**config.mk**
```make
export PLATFORM = sky130hd
export DESIGN_NAME = multibit_fifo_rr_arbiter
export DESIGN_NICKNAME = d
export VERILOG_FILES = /design/src/rtl/multibit_fifo_pkg.sv /design/src/rtl/multibit_fifo_rr_pick.sv /design/src/rtl/multibit_fifo_rr_arbiter.sv
export SDC_FILE = /design/constraint.sdc
export NUM_CORES = 1
export LEC_CHECK = 0
export ABC_CLOCK_PERIOD_IN_PS = 6300
export BUFFER_PORTS_ARGS = -buffer_cell sky130_fd_sc_hd__buf_4
export CAP_MARGIN = 20
export CORE_ASPECT_RATIO = 0.75
export CORE_MARGIN = 1
export CORE_UTILIZATION = 40
export CTS_CLUSTER_DIAMETER = 120
export DETAILED_ROUTE_END_ITERATION = 16
export PLACE_DENSITY = 0.8
export SETUP_SLACK_MARGIN = 0.3
export SYNTH_ARGS = -nofsm -noshare
export SYNTH_HDL_FRONTEND = slang
export SYNTH_HIERARCHICAL = 1
export SYNTH_SLANG_ARGS = --single-unit
export TNS_END_PERCENT = 20
```
**constraint.sdc**
```tcl
create_clock -name clk -period 6.3 [get_ports clk]
set_input_delay 0.63 -clock clk [delete_from_list [all_inputs] [get_ports clk]]
set_output_delay 0.63 -clock clk [all_outputs]
set_load 0.01 [all_outputs]
```
**src/rtl/multibit_fifo_pkg.sv**
```systemverilog
// Shared types and helpers for the round-robin arbiter that feeds the
// source side of the multibit CDC FIFO synchronizer.
package multibit_fifo_pkg;

    typedef enum logic [0:0] {
        ARB_IDLE  = 1'b0,
        ARB_GRANT = 1'b1
    } arb_state_e;

    // Round-robin pointer after a grant to gnt_id ends: the next requester, wrapping to 0.
    function automatic int unsigned next_rr_ptr(input int unsigned gnt_id,
                                                input int unsigned num_req);
        return (gnt_id + 1 >= num_req) ? 0 : gnt_id + 1;
    endfunction

endpackage

```
**src/rtl/multibit_fifo_rr_pick.sv**
```systemverilog
// Combinational rotating-priority encoder: returns the first set bit of req
// found when scanning upward from start and wrapping NUM_REQ-1 -> 0.
module multibit_fifo_rr_pick #(
    parameter int NUM_REQ = 4,
    parameter int IDX_W   = $clog2(NUM_REQ)
) (
    input  logic [NUM_REQ-1:0] req,
    input  logic [IDX_W-1:0]   start,
    output logic               found,
    output logic [IDX_W-1:0]   idx
);

    // req rotated so that bit 0 corresponds to the requester at start.
    logic [NUM_REQ-1:0] rot;

    assign rot = NUM_REQ'({req, req} >> start);

    // Lowest set bit of the rotated vector wins; map it back to an absolute index.
    // NOTE: found/idx get defaults before the loop so no path leaves them unassigned (no latch).
    always_comb begin
        found = 1'b0;
        idx   = '0;
        for (int k = 0; k < NUM_REQ; k++) begin
            if (!found && rot[k]) begin
                found = 1'b1;
                idx   = IDX_W'((int'(start) + k) % NUM_REQ);
            end
        end
    end

endmodule

```
**src/rtl/multibit_fifo_rr_arbiter.sv**
```systemverilog
// Round-robin arbiter in the source clock domain that shares one multibit CDC
// FIFO synchronizer among NUM_REQ requesters. A grant lasts up to MAX_BURST
// beats; each accepted beat lands in a single output holding stage tagged
// with the requester ID.
module multibit_fifo_rr_arbiter
    import multibit_fifo_pkg::*;
#(
    parameter  int NUM_REQ    = 4,
    parameter  int DATA_WIDTH = 32,
    parameter  int MAX_BURST  = 2,
    localparam int ID_WIDTH   = $clog2(NUM_REQ)
) (
    input  logic                          clk,
    input  logic                          reset,
    input  logic [NUM_REQ-1:0]            req_en,
    input  logic [NUM_REQ-1:0]            s_valid,
    input  logic [NUM_REQ*DATA_WIDTH-1:0] s_data,
    output logic [NUM_REQ-1:0]            s_ready,
    output logic                          m_valid,
    output logic [DATA_WIDTH-1:0]         m_data,
    output logic [ID_WIDTH-1:0]           m_id,
    input  logic                          m_ready,
    output logic                          busy
);

    // Wide enough to count up to MAX_BURST beats.
    localparam int BURST_W = $clog2(MAX_BURST + 1);

    arb_state_e             state, state_d;
    logic [ID_WIDTH-1:0]    rr_ptr, rr_ptr_d;
    logic [ID_WIDTH-1:0]    gnt_id, gnt_id_d;
    logic [BURST_W-1:0]     burst_cnt, burst_cnt_d;
    logic                   pick_found;
    logic [ID_WIDTH-1:0]    pick_idx;
    logic                   accept;
    logic                   grant_done;
    logic [DATA_WIDTH-1:0]  gnt_data;

    multibit_fifo_rr_pick #(
        .NUM_REQ (NUM_REQ),
        .IDX_W   (ID_WIDTH)
    ) u_pick (
        .req   (s_valid & req_en),
        .start (rr_ptr),
        .found (pick_found),
        .idx   (pick_idx)
    );

    assign gnt_data = s_data[int'(gnt_id)*DATA_WIDTH +: DATA_WIDTH];
    assign busy     = !reset && (state == ARB_GRANT || m_valid);

    // Next-state logic: pick a winner in IDLE, stream its beats in GRANT until a release condition.
    always_comb begin
        state_d     = state;
        rr_ptr_d    = rr_ptr;
        gnt_id_d    = gnt_id;
        burst_cnt_d = burst_cnt;
        s_ready     = '0;
        accept      = 1'b0;
        grant_done  = 1'b0;
        unique case (state)
            ARB_IDLE: begin
                if (pick_found) begin
                    state_d     = ARB_GRANT;
                    gnt_id_d    = pick_idx;
                    burst_cnt_d = '0;
                end
            end
            ARB_GRANT: begin
                // Ready does not look at s_valid, only at room in the output stage.
                s_ready[gnt_id] = (!m_valid || m_ready) && req_en[gnt_id];
                accept          = s_ready[gnt_id] && s_valid[gnt_id];
                if (!s_valid[gnt_id] || !req_en[gnt_id]) begin
                    // Requester went idle or was masked: give up the grant without a beat.
                    grant_done = 1'b1;
                end else if (accept) begin
                    burst_cnt_d = burst_cnt + 1'b1;
                    if (burst_cnt == BURST_W'(MAX_BURST - 1)) begin
                        grant_done = 1'b1;
                    end
                end
                if (grant_done) begin
                    state_d  = ARB_IDLE;
                    rr_ptr_d = ID_WIDTH'(next_rr_ptr(32'(gnt_id), 32'(NUM_REQ)));
                end
            end
            default: state_d = ARB_IDLE;
        endcase
        if (reset) begin
            s_ready = '0;
            accept  = 1'b0;
        end
    end

    // Arbiter state registers.
    // NOTE: flops use non-blocking assignments so every register sees pre-edge values.
    always_ff @(posedge clk) begin
        if (reset) begin
            state     <= ARB_IDLE;
            rr_ptr    <= '0;
            gnt_id    <= '0;
            burst_cnt <= '0;
        end else begin
            state     <= state_d;
            rr_ptr    <= rr_ptr_d;
            gnt_id    <= gnt_id_d;
            burst_cnt <= burst_cnt_d;
        end
    end

    // Output holding stage: load on accept (replacing any departing beat), drain on m_ready.
    always_ff @(posedge clk) begin
        if (reset) begin
            m_valid <= 1'b0;
            m_data  <= '0;
            m_id    <= '0;
        end else if (accept) begin
            m_valid <= 1'b1;
            m_data  <= gnt_data;
            m_id    <= gnt_id;
        end else if (m_ready) begin
            m_valid <= 1'b0;
        end
    end

endmodule

```
[Word level (Yosys, flattened, before mapping)]
Cells that the tools add are included.
Word-level totals
  input bits: 139
  output and inout bits: 40
  word-level logic and storage cells: 79
  flip-flop bits (word level): 42
Cells by class
  order comparisons: 3
  bitwise logic cells: 3
  shift-type cells: 2
  reductions and logical operators: 21
  add/subtract/negate cells: 5
  equal/unequal tests: 4
  multiplexer cells: 34
Operator list (number)
  128-bit by 8-bit indexed part select with 32-bit output: 1
  1-bit two-way mux: 18
  2-bit two-way mux: 8
  4-bit AND: 2
  4-bit two-way mux: 2
  8-bit by 2-bit right shift with 4-bit output: 1
  1-bit logical AND: 7
  1-bit zero test: 7
  1-bit binary-select mux with 2-bit select: 3
  2-bit by 1-bit adder with 2-bit output, second input constant: 2
  2-bit adder, second input constant: 2
  2-bit inequality test, second input constant: 2
  2-bit case mux with 2 select lines: 1
  2-bit AND reduction: 2
  2-bit by 1-bit adder with 3-bit output, second input constant: 1
  3-bit >= comparator, second input constant: 1
  1-bit logical OR: 3
  2-bit by 3-bit < comparator with 1-bit output, second input constant: 1
  3-bit AND reduction: 1
  1-bit demux with 2-bit select: 1
  2-bit by 1-bit equality test with 1-bit output, second input constant: 1
  2-bit by 1-bit >= comparator with 1-bit output, second input constant: 1
  2-bit by 1-bit inequality test with 1-bit output, second input constant: 1
  1-bit case mux with 2 select lines: 1
  2 further kinds: 2

[Longest topological paths before layout]
Gate-level depths: netlist of the first run.
  depth in word-level cells: 14
  mapped depth: 10
  depth with buffers taken out: 6

[Modules after synthesis]
The synthesis of the first run kept the hierarchy.
Modules (own cells, without submodules)
  multibit_fifo_rr_arbiter: cells an instance 265, times used 1, area an instance 2653.8 µm², sequential area each 840.8 µm²
  multibit_fifo_rr_pick: cells an instance 12, times used 1, area an instance 73.8 µm², sequential area each 0.0 µm²

[Worst setup path before layout of the first run]
No wires, ideal clock.
  path type: flip-flop to flip-flop
  start point: register gnt_id[1]
  end point: register burst_cnt[1]
  required time: 6.213 ns
  library setup time: 0.087 ns
  arrival: 2.451 ns
  cell stages (with the launch flop): 10
  setup slack: 3.762 ns
  path buffers: 3
  path through: dfxtp_1 > buf_2 > buf_1 > inv_1 > ha_1 > mux4_2 > and3_1 > buf_6 > a2111o_1 > o31ai_1
Between the ends
  word-level cells in the longest chain between the ends: 10
RTL lines
  start, declared: RTL line multibit_fifo_rr_arbiter.sv:31  | logic [ID_WIDTH-1:0] gnt_id, gnt_id_d;
  start signal, assigned: RTL line multibit_fifo_rr_arbiter.sv:106  | gnt_id <= gnt_id_d;
  2-bit by 3-bit < comparator with 1-bit output (not written as such) or 2-bit by 1-bit >= comparator with 1-bit output (tied branches): RTL line multibit_fifo_rr_arbiter.sv:71  | s_ready[gnt_id] = (!m_valid || m_ready) && req_en[gnt_id];
  1-bit logical AND: RTL line multibit_fifo_rr_arbiter.sv:71
  1-bit two-way mux (not written as such): RTL line multibit_fifo_rr_arbiter.sv:71
  1-bit demux with 2-bit select: RTL line multibit_fifo_rr_arbiter.sv:71
  4-bit AND (no line)
  1-bit binary-select mux with 2-bit select: RTL line multibit_fifo_rr_arbiter.sv:72  | accept = s_ready[gnt_id] && s_valid[gnt_id];
  1-bit two-way mux (not written as such): RTL line multibit_fifo_rr_arbiter.sv:72
  1-bit logical AND: RTL line multibit_fifo_rr_arbiter.sv:72
  2-bit by 1-bit inequality test with 1-bit output (no line)
  3-bit AND reduction (no line) *
  end signal, assigned: RTL line multibit_fifo_rr_arbiter.sv:107  | burst_cnt <= burst_cnt_d;
  end, declared: RTL line multibit_fifo_rr_arbiter.sv:32  | logic [BURST_W-1:0] burst_cnt, burst_cnt_d;
Every way passes the cells marked *; elsewhere a longest branch is shown, timed or not. The select of a mux whose other input is x is not followed.
A chain may end at the register's enable or synchronous reset.

[Final worst setup path of the first run]
  start point: register gnt_id[0]
  end point: output s_ready[3]
Between the ends
  word-level cells in the longest chain between the ends: 7
RTL lines
  2-bit by 3-bit < comparator with 1-bit output (not written as such) or 2-bit by 1-bit >= comparator with 1-bit output (tied branches): RTL line multibit_fifo_rr_arbiter.sv:71
  1-bit logical AND: RTL line multibit_fifo_rr_arbiter.sv:71
  1-bit two-way mux (not written as such): RTL line multibit_fifo_rr_arbiter.sv:71
  1-bit demux with 2-bit select: RTL line multibit_fifo_rr_arbiter.sv:71
  4-bit AND (no line) *
  4-bit two-way mux *: RTL line multibit_fifo_rr_arbiter.sv:61  | unique case (state)
  4-bit two-way mux *: RTL line multibit_fifo_rr_arbiter.sv:89  | if (reset) begin
  end, declared: RTL line multibit_fifo_rr_arbiter.sv:18  | output logic [NUM_REQ-1:0] s_ready,
Marks and branches as above.

==> metrics.yaml, run 1 <==
timing:
  setup_viol: 0
  hold_ws_ps: 479
  timing.setup.tns_ps: 0
  relSlewSlack_pct: 32.4
  period_share_pct: 54.1
  final.min_clock_period_ps: 3410
  fin_worst_skew_ps: 8.13
  hold_violations: 0
  rsz0062_at_grt: "no"
  maxSlewViolCount: 0
  fmax_mhz: 293
  tightestPinTransition_ps: 1010
  finalWorstSetupSlack_ps: 2890
critical_path:
  cp_max_fo: 25
  required_ps: 5670
  end_kind: "output pin"
  start_kind: "flip-flop"
  critPathArrivalTime_ps: 2780
  crit_type: "reg2out"
yosys:
  synth_seq_cells: 42
  synthMuxAreaShare_pct: 29.9
  synth_enable_flop_cells: 0
  synth-adder-area-share_pct: 2.75
  async_flop_share_pct: 0
  synth.area.top_cells: "dfxtp_1 (31%), mux4_2 (27%), a21oi_1 (7.5%)"
  synth_seq_area_share_pct: 30.8
  yosysWarnings: 6
  synth_area_leader_cell: "dfxtp_1"
  synth_area_um2: 2730
  synth_compound_area_share_pct: 16.2
  synth_top_family_by_area: "multiplexers"
  synth_common_cells: "dfxtp_1 (42), a21oi_1 (41), nand3_1 (37)"
  ys_types: 30
  ys.flop_type: "dfxtp_1"
  yosysTopAreaCellShare_pct: 30.8
  avgSynthCellArea_um2: 9.85
  synth_nets: 422
  yosys.cell_count.top_type: "dfxtp_1"
  synth-xor-area-share_pct: 0
  synth-simple-area-share_pct: 14.7
  syn_inst: 277
pwr:
  switching_share_pct: 26.3
  peakVddDrop_uv: 112
  p_int_uw: 577
  pwr-share-clk_pct: 33.2
  share_seq_of_total_power_pct: 38.2
  leakage_nw: 1.75
  p_sw_uw: 205
  pwr-share-comb_pct: 28.6
  powerDensity_nw_per_um2: 186
grt:
  grt_use_total_pct: 22.2
  antenna_found_initial: 0
  grt_pass1_vias: 2703
  gr-total-overflow: 0
  grt_max_degree: 51
  grt_pass1_wl_mm: 12.7
detailed_routing:
  via_per_inst: 5.60
  wl_per_cell_um: 16.2
  drt-pass1-iter-count: 4
  final_antenna_net_count: 0
  drtIter0Drc: 159
  drc: 0
  vias: 2905
  totalWireLength_mm: 8.41
clock_network:
  cts_root_buf: "clkbuf_8"
  h-tree-depth: 2
  cts_max_path_buffers: 2
  cts_setup_buffers: 0
  ctsHoldBuffers: 0
  clkSlewWorstSetupHoldPaths_ps: 80
  cts_sinks: 42
  clock_latency_ps: 290
  cts_tree: "done"
  post_cts_resized: 0
  cts_buffers: 5
placed_design:
  dp_hpwl_mm: 6.37
  gp_congestion: 0.800
  pre_cts_ws_ps: 2920
  place_inst: 510
  io_buffers: 178
floorplanning:
  die_w_um: 97.4
  start_util_pct: 42.3
  row_count: 25
  dieArea_um2: 7160
  ios: 179
  coreArea_um2: 6440
  die_y_um: 73.5
cells_and_area:
  num_antenna_cells: 0
  drive_gt1_share_pct: 51.4
  fill_cells: 541
  final_cells: 519
  syn_to_final_growth_pct: 54.5
  final_nets: 582
job:
  drv_cap: 0
worst_hold_path:
  hp-class: "reg2reg"
run_status:
  outcome: "finished, final reports clean"
[kinds of logic after synthesis]
kind of cell / after synthesis
DFF: 42
and+or+nand+nor: 75
buffers and inverters: 34
muxes: 37
adders and majority gates: 6
AOI/OAI and AO/OA: 83
[cell usage in the layout (no fill, tap or decap)]
cell type / Yosys / routed
buf_8: 0 / 1
dfxtp_2: 0 / 2
nor2_1: 10 / 10
o2bb2a_1: 1 / 1
or4_1: 1 / 1
mux2i_1: 2 / 2
o21ai_0: 35 / 35
o31ai_1: 2 / 2
a31oi_1: 1 / 1
a21oi_1: 41 / 41
bufinv_16: 0 / 2
nand2_1: 5 / 5
nand4b_1: 2 / 2
a32o_1: 1 / 1
and4b_1: 1 / 1
mux4_2: 33 / 33
nor2b_1: 2 / 2
mux4_1: 2 / 2
nor4b_1: 1 / 1
buf_4: 0 / 181
inv_1: 5 / 5
dfxtp_1: 42 / 40
ha_1: 6 / 6
nor3b_1: 3 / 3
nand3_1: 37 / 37
and3_1: 2 / 2
a311oi_1: 1 / 1
a2111o_1: 1 / 1
and2_1: 9 / 9
clkbuf_8: 0 / 6
nand2b_1: 2 / 2
[path summary, 6_finish.rpt]
check,from,endpoint,slack [ps],cells past startpoint
setup / recovery,gnt_id[0],s_ready[3],2890,5
hold / removal,m_data[7],m_data[7],480,2
setup reg to reg,gnt_id[0],m_data[28],3080,5
hold reg to reg,m_data[7],m_data[7],480,2
[final cells by class]
cell class	count	area (um2)	share of cell area (%)
Clock inverter	2	60.1	1.43
Tap cell	81	101	2.40
Inverter	5	18.8	0.445
Clock buffer	6	82.6	1.96
Sequential cell	42	843	20.0
Multi-Input combinational cell	201	1730	41.2
Timing Repair Buffer	182	1370	32.6
[power by group through the flow]
stage          clock network (mW)  registers [mW]  logic [mW]
6_report                    0.260           0.299       0.223
5_1_grt                     0.280           0.302       0.240
4_1_cts                     0.266           0.299       0.222
3_5_place_dp                    0           0.305       0.221
3_3_place_gp                    0           0.304       0.218
2_1_floorplan                   0           0.293       0.131
[flip-flops by register name, summed over array words and instances (netlist names)]
signal	cells
m_data	32
m_valid	1
rr_ptr	2
burst_cnt	2
m_id	2
state	1
gnt_id	2
[metal layers]
metal  track usage (%)  wire length [um]  vias to the layer above
met2              39.8              4290                      150
met5                 0                 0                        -
met1              27.2              3370                     1373
met4              4.58                35                        0
met3              6.09               723                        4
li1                  -                 -                     1378
[metrics by stage]
stage / power (mW) / util (%) / instance area (um2)
after floorplan: 0.425 / - / 2730
after global placement: 0.522 / 63.0 / 4060
after detailed placement: 0.526 / 63.0 / 4060
after CTS: 0.786 / 65.2 / 4200
after global routing: 0.822 / 65.4 / 4210
final: 0.782 / 65.4 / 4210
[critical path, cell delays in order, from the launching register on]
cell and delay [ps]:
dfxtp_2 870, buf_4 430, mux4_1 630, and4b_1 240, and2_1 180, buf_4 140
Power figures use the tool's default switching activity.
==> inputs of run 2 (changes only) <==
--- a/config.mk
+++ b/config.mk
@@ -5,7 +5,8 @@
 export SDC_FILE = /design/constraint.sdc
 export NUM_CORES = 1
 export LEC_CHECK = 0
-export ABC_CLOCK_PERIOD_IN_PS = 6300
+export ABC_AREA = 1
+export ABC_CLOCK_PERIOD_IN_PS = 3400
 export BUFFER_PORTS_ARGS = -buffer_cell sky130_fd_sc_hd__buf_4
 export CAP_MARGIN = 20
 export CORE_ASPECT_RATIO = 0.75
@@ -13,7 +14,7 @@
 export CORE_UTILIZATION = 40
 export CTS_CLUSTER_DIAMETER = 120
 export DETAILED_ROUTE_END_ITERATION = 16
-export PLACE_DENSITY = 0.8
+export PLACE_DENSITY = 0.77
 export SETUP_SLACK_MARGIN = 0.3
 export SYNTH_ARGS = -nofsm -noshare
 export SYNTH_HDL_FRONTEND = slang
==> constraint.sdc (replaced) <==
create_clock -name clk -period 3.4 [get_ports clk]
set_input_delay 0.34 -clock clk [delete_from_list [all_inputs] [get_ports clk]]
set_output_delay 0.34 -clock clk [all_outputs]
set_load 0.01 [all_outputs]
==> metrics.yaml, run 2 <==
timing:
  maxSlewViolCount: 0  # unchanged
  period_share_pct: 82.9
  relSlewSlack_pct: 52.3  # +20 points
  hold_violations: 0  # unchanged
  timing.setup.tns_ps: 0  # unchanged
  setup_viol: 0  # unchanged
  tightestPinTransition_ps: 715  # -297 ps
  final.min_clock_period_ps: 2820
  fin_worst_skew_ps: 7.95  # -0.181 ps
  rsz0062_at_grt: "no"
  fmax_mhz: 355
critical_path:
  max_stage_delay_ps: 670  # -200 ps
  critPathArrivalTime_ps: 3020  # +240 ps
  crit_type: "reg2reg"
  required_ps: 3610  # -2060 ps
  cp_num_buf_inv: 1  # -1
  slowest_stage: "dfxtp_1"
  start_kind: "flip-flop"
  end_kind: "flip-flop"
  cp_cell_sequence: "inv_2 > nand3_2 > nand2_2 > nor2_4 > nand3_1 > nand3_2 > nand3_2 > a21oi_1"
  path_delay_family: "simple AND/OR/NAND/NOR gates"
  cpMostUsedCell: "nand3_2"
  cp_max_fo: 39  # +56%
yosys:
  synth-xor-area-share_pct: 0.288  # +0.29 points
  synth.area.top_cells: "dfxtp_1 (28%), o21ai_0 (17%), nor2_1 (10%)"
  synthMuxAreaShare_pct: 0  # -30 points
  syn_inst: 482  # +74%
  synth_common_cells: "o21ai_0 (104), nor2_1 (83), inv_1 (51)"
  synth_seq_area_share_pct: 27.6  # -3.2 points
  synth_seq_cells: 42  # unchanged
  synth_compound_area_share_pct: 30.8  # +15 points
  synth_area_um2: 3040  # +12%
  async_flop_share_pct: 0  # unchanged
  yosysWarnings: 6  # unchanged
  synth_area_leader_cell: "dfxtp_1"
  ys_types: 29  # -3.3%
  synth_nets: 627  # +49%
  yosysTopAreaCellShare_pct: 27.6  # -3.2 points
  synth_top_family_by_area: "compound AO/OA/AOI/OAI gates"
  synth-simple-area-share_pct: 25.8  # +11 points
  yosys.cell_count.top_type: "o21ai_0"
  ys.flop_type: "dfxtp_1"
  avgSynthCellArea_um2: 6.31  # -36%
  synth_enable_flop_cells: 0  # unchanged
  synth-adder-area-share_pct: 2.47  # -0.28 points
clock_network:
  cts_max_path_buffers: 2  # unchanged
  cts_tree: "done"
  ctsHoldBuffers: 0  # unchanged
  clkSlewWorstSetupHoldPaths_ps: 90  # about the same
  cts_buffers: 5  # unchanged
  cts_root_buf: "clkbuf_8"
  cts_sinks: 42  # unchanged
  cts_setup_buffers: 0  # unchanged
  post_cts_resized: 0  # unchanged
  h-tree-depth: 2  # unchanged
  clock_latency_ps: 290  # about the same
grt:
  grt_pass1_vias: 3310  # +22%
  antenna_found_initial: 0  # unchanged
  grt_use_total_pct: 22.6  # +0.40 points
  grt_pass1_wl_mm: 14.4  # +14%
  gr-total-overflow: 0  # unchanged
  grt_max_degree: 70  # +37%
cells_and_area:
  largest_register_ffs: 32  # unchanged
  most-common-layout-cells: "buf_4 (182), o21ai_0 (104), nor2_1 (83), inv_1 (51), dfxtp_1 (41)"
  finalInstanceArea_um2: 4500  # +6.9%
  drive_gt1_share_pct: 34.9  # -17 points
  multi_input_area_um2: 1810  # +4.6%
  regMostFlops: "m_data"
  fill_cells: 702  # +30%
  ff_latch_area_um2: 842  # -0.15%
  num_antenna_cells: 0  # unchanged
  final_nets: 781  # +34%
  syn_to_final_growth_pct: 48.1
  mostFrequentLayoutCell: "buf_4"
  post-route-util_pct: 61.2  # -4.2 points
floorplanning:
  ios: 179  # unchanged
  dieArea_um2: 7960  # +11%
  coreArea_um2: 7360  # +14%
  row_count: 27  # +8.0%
  start_util_pct: 41.3  # -1.0 points
  die_y_um: 77.5  # +5.4%
  die_w_um: 103  # +5.5%
placed_design:
  io_buffers: 178  # unchanged
  placed_cell_area_um2: 4360  # +7.4%
  dp_hpwl_mm: 7.15  # +12%
  gp_congestion: 0.820  # +2.6%
detailed_routing:
  wl_per_cell_um: 13.3  # -18%
  drc: 0  # unchanged
  drtIter0Drc: 128  # -19%
  final_antenna_net_count: 0  # unchanged
  vias: 3779  # +30%
  via_per_inst: 5.12  # -8.5%
  drt-pass1-iter-count: 5  # +1
  totalWireLength_mm: 9.84  # +17%
pwr:
  powerDensity_nw_per_um2: 629  # +240%
  leakage_nw: 2.11  # +20%
  p_int_mw: 1.56  # +170%
  share_seq_of_total_power_pct: 26.8  # -11 points
  peakVddDrop_uv: 286  # +160%
  p_sw_mw: 1.27  # +520%
  pwr-share-comb_pct: 56.4  # +28 points
  switching_share_pct: 45.0  # +19 points
  pwr-share-clk_pct: 16.7  # -17 points
run_status:
  outcome: "finished, final reports clean"
job:
  drv_cap: 0  # unchanged
worst_hold_path:
  hp-class: "in2reg"
[run 2: cell count changes in the layout (fill, tap and decap cells not counted), moves of 5 or more]
cell / previous run / this run
nor2_1: 10 / 83
o21ai_0: 35 / 104
inv_1: 5 / 51
nand2_1: 5 / 39
mux4_2: 33 / 0
o22ai_1: 0 / 32
nand3_1: 37 / 8
and2_1: 9 / 0
nand2_2: 0 / 8
nand3_2: 0 / 6
nand4_1: 0 / 6
nand2_4: 0 / 5
[run 2: final cells by class]
type	instances	area share [%]
multi-input cells	349	40.3
clock buffers	5	1.53
flip-flops and latches	42	18.7
repair buffers	182	30.3
clock inverters	3	1.53
well taps	101	2.81
inverters	56	4.83
[run 2: final timing paths]
check,cells past startpoint,slack (ps),to,startpoint
worst min register to register,2,450,m_data[18],m_data[18]
worst max register to register,8,580,m_data[21],gnt_id[1]
worst min-delay path,2,240,m_valid,reset
worst max-delay path,8,580,m_data[21],gnt_id[1]
[run 2: logic make-up after synthesis]
family | count (synthesis)
adders and majority gates | 6
buffers and inverters | 92
DFF | 42
xor gates and xnor gates | 1
AOI/OAI and AO/OA | 178
and+or+nand+nor | 163
[run 2: stage by stage]
step	power [mW]	worst slack, ps	instances	hold WS [ps]
detailed placement	2.33	529	729	435
global placement	2.28	715	729	433
floorplan	1.85	1380	482	409
CTS	2.81	527	737	236
finish	2.83	582	738	242
global route	3.06	330	738	234
[run 2: routing by layer]
layer	up-vias	GRT usage, %	share of wire, %
met5	-	0	0
met4	0	5.71	0.98
met3	10	4.86	7.4
met2	167	41.9	49
met1	1688	25.8	42
li1	1914	-	-
[run 2: power by group through the flow]
stage,Sequential [mW],Combinational (mW),Clock [mW]
global route,0.781,1.78,0.505
global placement,0.759,1.52,0
finish,0.760,1.60,0.475
CTS,0.760,1.57,0.483
detailed placement,0.768,1.57,0
floorplan,0.751,1.10,0
==> inputs of run 3 (changes only) <==
--- a/config.mk
+++ b/config.mk
@@ -6,7 +6,7 @@
 export NUM_CORES = 1
 export LEC_CHECK = 0
 export ABC_AREA = 1
-export ABC_CLOCK_PERIOD_IN_PS = 3400
+export ABC_CLOCK_PERIOD_IN_PS = 2700
 export BUFFER_PORTS_ARGS = -buffer_cell sky130_fd_sc_hd__buf_4
 export CAP_MARGIN = 20
 export CORE_ASPECT_RATIO = 0.75
==> constraint.sdc (replaced) <==
create_clock -name clk -period 2.7 [get_ports clk]
set_input_delay 0.27 -clock clk [delete_from_list [all_inputs] [get_ports clk]]
set_output_delay 0.27 -clock clk [all_outputs]
set_load 0.01 [all_outputs]
==> metrics.yaml, run 3 (same netlist as run 2, synthesis figures left out) <==
detailed_routing:
  highest_layer: "met4"
  drt-pass1-iter-count: 4  # -1
  vias: 3829  # +1.3%
  drc: 0  # unchanged
  via_per_inst: 5.17  # +0.91%
  wl_per_cell_um: 13.1  # -1.4%
  met1Wirelength_mm: 4.03  # -3.2%
  wl_met3_um: 963  # +33%
  wl_met2_mm: 4.63  # -4.6%
  drtIter0Drc: 155  # +21%
  final_antenna_net_count: 0  # unchanged
  totalWireLength_mm: 9.74  # -0.99%
pwr:
  peakVddDrop_uv: 337  # +18%
  powerDensity_nw_per_um2: 756  # +20%
  leakage_nw: 2.11  # +0.18%
floorplanning:
  dieArea_um2: 7960  # unchanged
  coreArea_um2: 7360  # unchanged
  ios: 179  # unchanged
  die_w_um: 103  # unchanged
  row_count: 27  # unchanged
  start_util_pct: 41.3  # unchanged
  die_y_um: 77.5  # unchanged
timing:
  setup_viol: 0  # unchanged
  hold_violations: 0  # unchanged
  relSlewSlack_pct: 59.6  # +7.3 points
  final.min_clock_period_ps: 2240  # -582 ps
  period_share_pct: 82.8  # -0.085 points
  fin_worst_skew_ps: 4.60  # -3.34 ps
  tightestPinTransition_ps: 606  # -109 ps
  fmax_mhz: 447  # +26%
  rsz0062_at_grt: "no"
  maxSlewViolCount: 0  # unchanged
  timing.setup.tns_ps: 0  # unchanged
clock_network:
  ctsHoldBuffers: 0  # unchanged
  cts_sinks: 42  # unchanged
  post_cts_resized: 0  # unchanged
  cts_tree: "done"
  clock_latency_ps: 290  # about the same
  cts_buffers: 5  # unchanged
  cts_root_buf: "clkbuf_8"
  h-tree-depth: 2  # unchanged
  cts_max_path_buffers: 2  # unchanged
  cts_setup_buffers: 0  # unchanged
  clkSlewWorstSetupHoldPaths_ps: 80  # about the same
critical_path:
  reg2reg_to: "m_data[0]"
  required_ps: 2880  # -730 ps
  critPathArrivalTime_ps: 2410  # -610 ps
  cp_max_fo: 38  # -2.6%
  reg2regPathDepth: 11  # +3
  rrSetupSlack_ps: 460  # -120 ps
  end_kind: "flip-flop"
  start_kind: "flip-flop"
  crit_type: "reg2reg"
  startpoint: "gnt_id[0]"
  r2r-start: "gnt_id[0]"
cells_and_area:
  most-common-layout-cells: "buf_4 (185), o21ai_0 (104), nor2_1 (83), inv_1 (51), dfxtp_1 (40)"
  num_antenna_cells: 0  # unchanged
  mostFrequentLayoutCell: "buf_4"
  regMostFlops: "m_data"
  fill_cells: 693  # -1.3%
  final_nets: 784  # +0.38%
  post-route-util_pct: 61.0  # -0.17 points
  syn_to_final_growth_pct: 47.7
  drive_gt1_share_pct: 35.2  # +0.31 points
  final_cells: 741  # +0.41%
  largest_register_ffs: 32  # unchanged
placed_design:
  place_inst: 733  # +0.55%
  io_buffers: 178  # unchanged
  dp_hpwl_mm: 7.36  # +2.9%
  gp_congestion: 0.917  # +12%
grt:
  antenna_found_initial: 0  # unchanged
  grt_use_total_pct: 23.2  # +0.66 points
  grt_max_degree: 68  # -2.9%
  gr-total-overflow: 0  # unchanged
  grt_pass1_vias: 3401  # +2.7%
  grt_pass1_wl_mm: 14.8  # +2.8%
run_status:
  outcome: "finished, final reports clean"
worst_hold_path:
  min_path_cells: 2  # unchanged
  whs_endpoint: "m_id[1]"
  hold_start: "reset"
  hp-class: "in2reg"
job:
  drv_cap: 0  # unchanged
[run 3: changes by cell type in the layout (fill, tap and decap cells not counted)]
cell       change
buf_12         +1
dfxtp_2        +1
clkbuf_1       +1
clkinv_2       +1
bufinv_16      -2
clkinv_4       -1
dfxtp_1        -1
clkbuf_8       +1
buf_4          +3
nand3_2        -1
[run 3: through the flow]
stage / setup slack [ps] / hold slack [ps] / total power, mW / instance area (um2)
after floorplan: 683 / 339 / 2.33 / 3040
after global placement: 541 / 432 / 2.92 / 4400
after detailed placement: 411 / 436 / 2.98 / 4400
after CTS: 385 / 175 / 3.40 / 4490
after global routing: 301 / 187 / 3.68 / 4490
final: 465 / 188 / 3.40 / 4490
[run 3: routing by layer]
layer / up-vias / track usage [%]
li1: 1920 / -
met1: 1704 / 25.9
met2: 189 / 42.5
met3: 16 / 5.86
met4: 0 / 7.43
met5: - / 0
[run 3: cell type report]
cell class / count / area, um2 / area share [%]
clock buffers: 7 / 86.3 / 1.92
clock inverters: 1 / 5.00 / 0.111
inverters: 56 / 218 / 4.85
multi-input cells: 348 / 1800 / 40.2
flip-flops and latches: 42 / 843 / 18.8
well taps: 101 / 126 / 2.81
repair buffers: 186 / 1410 / 31.4
[run 3: power by group]
part	switching (mW)	leakage [nW]	internal (mW)	total, mW
combinational	1.21	1.72	0.831	2.04
sequential	0.158	0.343	0.791	0.948
clock	0.204	0.0482	0.206	0.411
total	1.57	2.11	1.83	3.40
[run 3: worst max path at each step]
stage / end / slack (ps) / cells after the start
finish: m_data[0] / 460 / 11
global route: m_data[1] / 300 / 11
CTS: m_data[0] / 380 / 10
floorplan: m_data[10] / 680 / 10
global placement: m_data[26] / 540 / 10
detailed placement: m_data[0] / 410 / 10
[run 3: worst max-delay path, cell delays in order (launching register included)]
cell     delay (ps)
dfxtp_2         390
inv_2           210
nand2_1         120
nand3_2          80
nand2_2          80
nor2_4          150
nand3_1         120
nand3_2         120
nand3_4         310
buf_12          290
o21ai_0         180
a21oi_1          50
